==> src/rtl/mem_copy_engine.sv <==
// mem_copy_engine
// Single-channel block-copy initiator for a word-addressed single-port memory
// (combinational read, write on rising edge). For each word it issues one READ
// cycle, registers the returned data, then issues one WRITE cycle. Copies run
// in strictly ascending order, so overlapping ranges with dst > src propagate
// already-written words.
//
// Ports:
//   clk, rst        clock and synchronous active-high reset
//   start           copy request, sampled only in IDLE
//   src_addr        first source word address, captured on accepted start
//   dst_addr        first destination word address, captured on accepted start
//   len             number of words to copy (0 is legal), captured on start
//   busy            high during READ and WRITE
//   done            one-cycle completion pulse
//   xfer_count      words written in the current/last copy
//   mem_enable      memory enable
//   mem_wr          memory write strobe
//   mem_addr        memory word address
//   mem_wdata       memory write data
//   mem_rdata       memory read data (combinational)
//   mem_createdump  dump request, raised in the done cycle when DUMP_ON_DONE
module mem_copy_engine #(
  parameter int ADDR_W       = 16,
  parameter int DATA_W       = 16,
  parameter bit DUMP_ON_DONE = 1'b0
) (
  input  logic              clk,
  input  logic              rst,
  input  logic              start,
  input  logic [ADDR_W-1:0] src_addr,
  input  logic [ADDR_W-1:0] dst_addr,
  input  logic [ADDR_W-1:0] len,
  output logic              busy,
  output logic              done,
  output logic [ADDR_W-1:0] xfer_count,
  output logic              mem_enable,
  output logic              mem_wr,
  output logic [ADDR_W-1:0] mem_addr,
  output logic [DATA_W-1:0] mem_wdata,
  input  logic [DATA_W-1:0] mem_rdata,
  output logic              mem_createdump
);

  typedef enum logic [1:0] {
    S_IDLE  = 2'd0,
    S_READ  = 2'd1,
    S_WRITE = 2'd2,
    S_DONE  = 2'd3
  } state_t;

  state_t            state_q, state_d;
  logic [ADDR_W-1:0] src_q, src_d;
  logic [ADDR_W-1:0] dst_q, dst_d;
  logic [ADDR_W-1:0] len_q, len_d;
  logic [ADDR_W-1:0] idx_q, idx_d;
  logic [DATA_W-1:0] data_q, data_d;
  logic [ADDR_W-1:0] idx_inc;

  // idx counts completed writes, so it doubles as the visible transfer count.
  assign idx_inc    = idx_q + ADDR_W'(1);
  assign xfer_count = idx_q;

  // State and datapath registers.
  always_ff @(posedge clk) begin
    if (rst) begin
      state_q <= S_IDLE;
      src_q   <= '0;
      dst_q   <= '0;
      len_q   <= '0;
      idx_q   <= '0;
      data_q  <= '0;
    end else begin
      state_q <= state_d;
      src_q   <= src_d;
      dst_q   <= dst_d;
      len_q   <= len_d;
      idx_q   <= idx_d;
      data_q  <= data_d;
    end
  end

  // Next-state and datapath update.
  always_comb begin
    state_d = state_q;
    src_d   = src_q;
    dst_d   = dst_q;
    len_d   = len_q;
    idx_d   = idx_q;
    data_d  = data_q;
    unique case (state_q)
      S_IDLE: begin
        if (start) begin
          src_d   = src_addr;
          dst_d   = dst_addr;
          len_d   = len;
          idx_d   = '0;
          state_d = (len == '0) ? S_DONE : S_READ;
        end
      end
      S_READ: begin
        data_d  = mem_rdata;
        state_d = S_WRITE;
      end
      S_WRITE: begin
        idx_d = idx_inc;
        // Unsigned compare of the post-increment count; len=all-ones is a
        // full 2^ADDR_W-1 word copy.
        state_d = (idx_inc == len_q) ? S_DONE : S_READ;
      end
      S_DONE: begin
        state_d = S_IDLE;
      end
      default: state_d = S_IDLE;
    endcase
  end

  // Moore outputs decoded from registered state only.
  always_comb begin
    busy           = 1'b0;
    done           = 1'b0;
    mem_enable     = 1'b0;
    mem_wr         = 1'b0;
    mem_addr       = '0;
    mem_wdata      = '0;
    mem_createdump = 1'b0;
    unique case (state_q)
      S_READ: begin
        busy       = 1'b1;
        mem_enable = 1'b1;
        mem_addr   = src_q + idx_q;
      end
      S_WRITE: begin
        busy       = 1'b1;
        mem_enable = 1'b1;
        mem_wr     = 1'b1;
        mem_addr   = dst_q + idx_q;
        mem_wdata  = data_q;
      end
      S_DONE: begin
        done           = 1'b1;
        mem_createdump = DUMP_ON_DONE;
      end
      default: ;
    endcase
  end

endmodule

==> config.mk <==
export PLATFORM = sky130hd
export DESIGN_NAME = mem_copy_engine
export DESIGN_NICKNAME = d
export VERILOG_FILES = /design/src/rtl/mem_copy_engine.sv
export SDC_FILE = /design/constraint.sdc
export NUM_CORES = 1
export LEC_CHECK = 0
export BUFFER_PORTS_ARGS = -buffer_cell sky130_fd_sc_hd__buf_2
export CORE_MARGIN = 2
export CORE_UTILIZATION = 58
export CTS_CLUSTER_SIZE = 40
export DETAILED_ROUTE_END_ITERATION = 10
export PLACE_DENSITY_LB_ADDON = 0.05
export SETUP_SLACK_MARGIN = 0.15
export SYNTH_ARGS = -nofsm -noshare
export SYNTH_HDL_FRONTEND = slang
export SYNTH_SLANG_ARGS = --single-unit
==> constraint.sdc <==
create_clock -name clk -period 9.3 [get_ports clk]
set_input_delay 0 -clock clk [delete_from_list [all_inputs] [get_ports clk]]
set_output_delay 0 -clock clk [all_outputs]
set_load 0.005 [all_outputs]
### Word-level counts from Yosys, hierarchy flattened

Index checks and enable logic that the tools add are counted.

| word-level totals | value |
|---|---|
| register bits | 82 |
| input port bits | 67 |
| logic and storage cells | 31 |

| operators by class | value |
|---|---|
| add/sub/neg operators | 3 |
| equal/unequal tests | 5 |
| multiplexer cells | 11 |
| reductions and logical operators | 6 |

Operators with widths:

| operator | number |
|---|---|
| 16-bit one-hot mux with 2 select lines | 2 |
| 16-bit adder | 2 |
| 16-bit 2-to-1 mux | 2 |
| 16-bit by 1-bit adder with 16-bit output, second input constant | 1 |
| 16-bit equality test | 1 |
| 16-bit zero test | 1 |
| 2-bit one-hot mux with 4 select lines | 1 |
| 2-bit 2-to-1 mux | 3 |
| 2-bit equality test, second input constant | 2 |
| 2-bit AND reduction | 2 |
| 1-bit 2-to-1 mux | 3 |
| 2-bit by 1-bit equality test with 1-bit output, second input constant | 1 |
| 2-bit zero test | 1 |
| 2-bit != test, second input constant | 1 |
| 2-bit nonzero test | 1 |
| 2-bit OR reduction | 1 |

### Logic depth before layout (Yosys ltp)

| depth | value |
|---|---|
| depth in word-level cells | 4 |
| gate-level depth with buffers | 15 |
| depth with buffers taken out | 13 |

### Worst setup path before layout

No wires, ideal clock.

| timing path | value |
|---|---|
| path type | reg-to-output |
| start point | reg state_q[0] |
| end point | out mem_addr[14] |
| data arrival time | 3.341 ns |
| required time | 9.300 ns |
| path slack | 5.959 ns |
| cell stages (with the launch flop) | 16 |
| path buffers | 2 |
| cells stage by stage | dfxtp_1 > inv_1 > ha_1 > clkbuf_1 > buf_1 > mux2_2 > ha_1 > inv_1 > fa_1 > nor2b_1 > o21ai_0 > a21boi_0 > o41ai_1 > a31oi_1 > nor4_1 > a211o_1 |

| between the ends | value |
|---|---|
| longest elaborated chain between the ends | 2 |
| elaborated cells on any way between the ends | 3 |
| classes of those cells | eq/ne (2); mux (1) |

Ends and longest elaborated chain:

| element | line | source |
|---|---|---|
| start: declaration | 52 | `state_t state_q, state_d;` |
| start signal: assignment | 74 | `state_q <= state_d;` |
| 2-bit equality test / 2-bit by 1-bit equality test with 1-bit output (equally long branches) | 127 | `unique case (state_q)` |
| 16-bit one-hot mux with 2 select lines * | 127 |  |
| end: declaration | 39 | `output logic [ADDR_W-1:0] mem_addr,` |

Every way passes the cells marked *; elsewhere a longest branch is shown, timed or not.

### Final worst setup path

| timing path | value |
|---|---|
| start point | reg state_q[0] |
| end point | out mem_addr[13] |

The elaborated chain is that of the path after synthesis.

==> key figures <==
Route
  – Antenna Nets Post-Route: 0
  – First drt pass iteration count: 5
  – Drt total wl: 13,940 µm
  – DR vias/cell: 5.712
  – Drt initial violations: between 300 and 400
  – WL/cell: 15.75 µm
  – Drt drc: 0
  – Vias: 5,055

Yosys
  – Yosys cell types: 56
  – Synth Register Bits: 82
  – Post-synth top flop: dfxtp_1
  – Synth Instances: just over 600
  – Sequential-to-total area share from yosys stat: 0.3442
  – Yosys warning total: 0
  – Average cell area after synthesis: 7.730 µm²
  – Syn_nets: 705
  – Synth top area cells: dfxtp_1 (34%), nand2_1 (9.2%), a21oi_1 (7.5%)
  – FFs w/ async S/R, synth: 0
  – Yosys top cell by area: dfxtp_1
  – Cell Area, Synth: 4770 µm²
  – EDFF count, synth: 0
  – Top cell type's share of synthesized area: 0.3442

Worst setup path
  – Worst setup SP type: register
  – Crit-path slowest cell: buf_4
  – R2R Path End: state_q[1]
  – R2R depth: 9
  – WP data arrival: 3.77 ns
  – Worst setup path class: register to output port
  – CP Cell Sequence: inv_1 -> ha_1 -> buf_4 -> mux2_2 -> ha_1 -> a2111oi_0 -> o21ai_0 -> a41oi_1 -> nand2b_1 -> a22oi_1 -> mux2i_1 -> buf_2
  – Critical Path Max Stage Delay: 0.39 ns
  – Crit end category: output port
  – CP required: around 9.3 ns
  – R2R setup slack: 6.60 ns
  – Worst reg2reg startpoint: state_q[0]
  – CP most frequent cell: ha_1
  – Worst-path fanout max: 35
  – WP buf/inv: 3
  – Top delay family on crit path: compound AO/OA/AOI/OAI gates

Flow run
  – MaxCap Viol Count: 0

Placed design
  – RD Place Congestion: about 0.92
  – DP HPWL: 9454 µm
  – Pre-CTS setup slack: 5.966 ns
  – Port bufs: between 100 and 150

Clocking
  – Clock Sinks: about 80
  – CTS Buf Count: 9
  – Clock Pin Slew Worst Setup and Hold Paths: 0.09 ns
  – CTS tree: yes
  – Clk root buf: clkbuf_8
  – Skew-Pair Late Insertion Delay: approximately 0.36 ns
  – Clock Path Buffers: 2
  – H-tree Lvls: 3
  – Post-CTS Resized: 0

Floorplan
  – CORE AREA: 8093 µm²
  – Rows: 33
  – Boundary Pins: 120
  – Initial Utilization: 0.5894
  – Die area: 8964 µm²
  – DIE HEIGHT: 94.68 µm
  – Die width: between 90 and 100 µm

GRT
  – Busiest grt layer: met2
  – M3 GR Usage: 0.05427
  – Grt total ovfl: 0
  – First-pass GRT wire length: ~22,000 µm
  – Met2 usage: 0.5390
  – Pin count of the biggest net entering global routing: between 80 and 90
  – Total track usage: 0.3123
  – Initial antenna violation count: 0
  – Number of global-route vias before repair: roughly 4,700
  – GR Layer Usage met1: 0.3861

Cells and area
  – Layout cells sized above 1: 0.2064
  – # diodes: 0
  – Final nets: between 800 and 900
  – Most frequent cells in the layout: buf_2 (118), nand2_1 (117), dfxtp_1 (82)
  – Area grow syn2layout: 30.88%
  – Most common cell after layout, fill and taps aside: buf_2

Worst hold path
  – Cell count of the worst hold path: 3
  – Hold EP: state_q[0]
  – Min-delay worst type: primary input to register
  – Hold_sp: start

Timing
  – Minimum clock period: roughly 3.8 ns
  – Worst slew pin tran: 1.050 ns
  – Unrepaired setup endpoints after global routing: no
  – Maximum clock rate: 265.2 MHz
  – Setup Skew: 0.006149 ns
  – Fin. max-slew vios: 0
  – Final Hold Viols: 0
  – Total negative slack: 0 ns
  – PnR worst setup slack: about 5.5 ns
  – Slew HR: 0.2986
  – # setup viols final: 0
  – Crit share post-route: 0.4054

Status
  – Status: finished, final reports clean

Power and ir drop
  – Leak: 2.702 nW
  – Pwr per Cell Area: 206.6 nW/µm²
  – VDD IR max: 0.1749 mV
## logic make-up after synthesis
| family | Yosys count | synth area share |
|---|---|---|
| xor gates and xnor gates | 23 | 0.04223 |
| AOI/OAI and AO/OA | 138 | 0.1687 |
| DFF | 82 | 0.3442 |
| buffers and inverters | 55 | 0.04565 |
| and+or+nand+nor | 259 | 0.2579 |
| adders and majority gates | 21 | 0.05666 |
| other | 1 | 0.0007862 |
| muxes | 38 | 0.08394 |
## state kept, by name, indices dropped and copies added, names as in the netlist
signal,flops
data_q,16
dst_q,16
len_q,16
src_q,16
state_q,2
xfer_count,16
## worst reg2reg max path: cells and delay by family (launching register included)
family / cells / cell delay (ns)
adder cells (fa/ha/maj): 1 / 0.25
AND/OR/NAND/NOR: 2 / 0.57
buffers and inverters: 2 / 0.49
AO/OA/AOI/OAI: 4 / 0.96
flip-flops: 1 / 0.34
## power breakdown
| part | switching [mW] | internal (mW) |
|---|---|---|
| Combinational | 0.313 | 0.219 |
| Clock | 0.147 | 0.157 |
| Sequential | 0.0418 | 0.413 |
## through the flow
step | total power [mW] | hold WS, ns | instance area [µm²] | utilization | instances
2_1_floorplan | 0.8211 | 0.1360 | 4770 | - | 617
3_3_place_gp | 0.9506 | 0.2333 | 5371 | 0.6637 | 805
3_5_place_dp | 0.9681 | 0.2426 | 5371 | 0.6637 | 805
4_1_cts | 1.288 | 0.02930 | 6242 | 0.7713 | 885
5_1_grt | 1.374 | 0.05221 | 6242 | 0.7713 | 885
6_report | 1.290 | 0.04344 | 6242 | 0.7713 | 885
## synth_stat cells, types with 2 or more instances
library cell and number:
a2111oi_0 2, a211o_1 2, a21o_1 2, a21oi_1 71, a22oi_1 4, a311oi_1 4, a31oi_1 6, a41oi_1 2
and2_1 25, and3_1 4, and3b_1 3, buf_1 2, buf_2 3, buf_4 2, clkbuf_1 32, dfxtp_1 82
ha_1 20, inv_1 16, mux2_2 16, mux2i_1 22, nand2_1 117, nand2b_1 7, nand3_1 8, nand3b_1 2
nand4_1 6, nand4b_1 2, nor2_1 48, nor2b_1 3, nor3_1 12, nor3b_1 5, nor4_1 8, o21a_1 5
o21ai_0 27, o22ai_1 2, o31ai_1 2, or4_1 2, xnor2_1 16, xor2_1 7
## layout make-up
class | count | area [µm²]
inverter | 16 | 60.06
timing repair buffer | 186 | 1261
sequential | 82 | 1642
clock inverter | 7 | 106.4
multi-input combinational | 480 | 2918
fill | 619 | 1851
clock buffer | 9 | 123.9
tap | 105 | 131.4
## worst max path at each step
stage / startpoint / end / slack (ns) / cells after the start
global route: state_q[0] / mem_addr[14] / 5.34 / 12
global placement: state_q[0] / mem_addr[14] / 6.04 / 12
CTS: state_q[0] / mem_addr[13] / 5.58 / 12
floorplan: state_q[0] / mem_addr[14] / 5.96 / 15
detailed placement: state_q[0] / mem_addr[14] / 5.97 / 12
finish: state_q[0] / mem_addr[13] / 5.53 / 12
## metal layers
layer | part of all wire | vias to the layer above
met5 | 0 | -
met4 | 0.033 | 0
met3 | 0.060 | 37
met2 | 0.50 | 200
met1 | 0.41 | 2366
li1 | - | 2452
## repair_timing
| action | CTS | global route |
|---|---|---|
| hold endpoints to repair | 64 | 0 |
| hold buffers | 64 | 0 |
| buffers inserted | 0 | 0 |
Note: power is estimated with default switching activity, not from simulation.
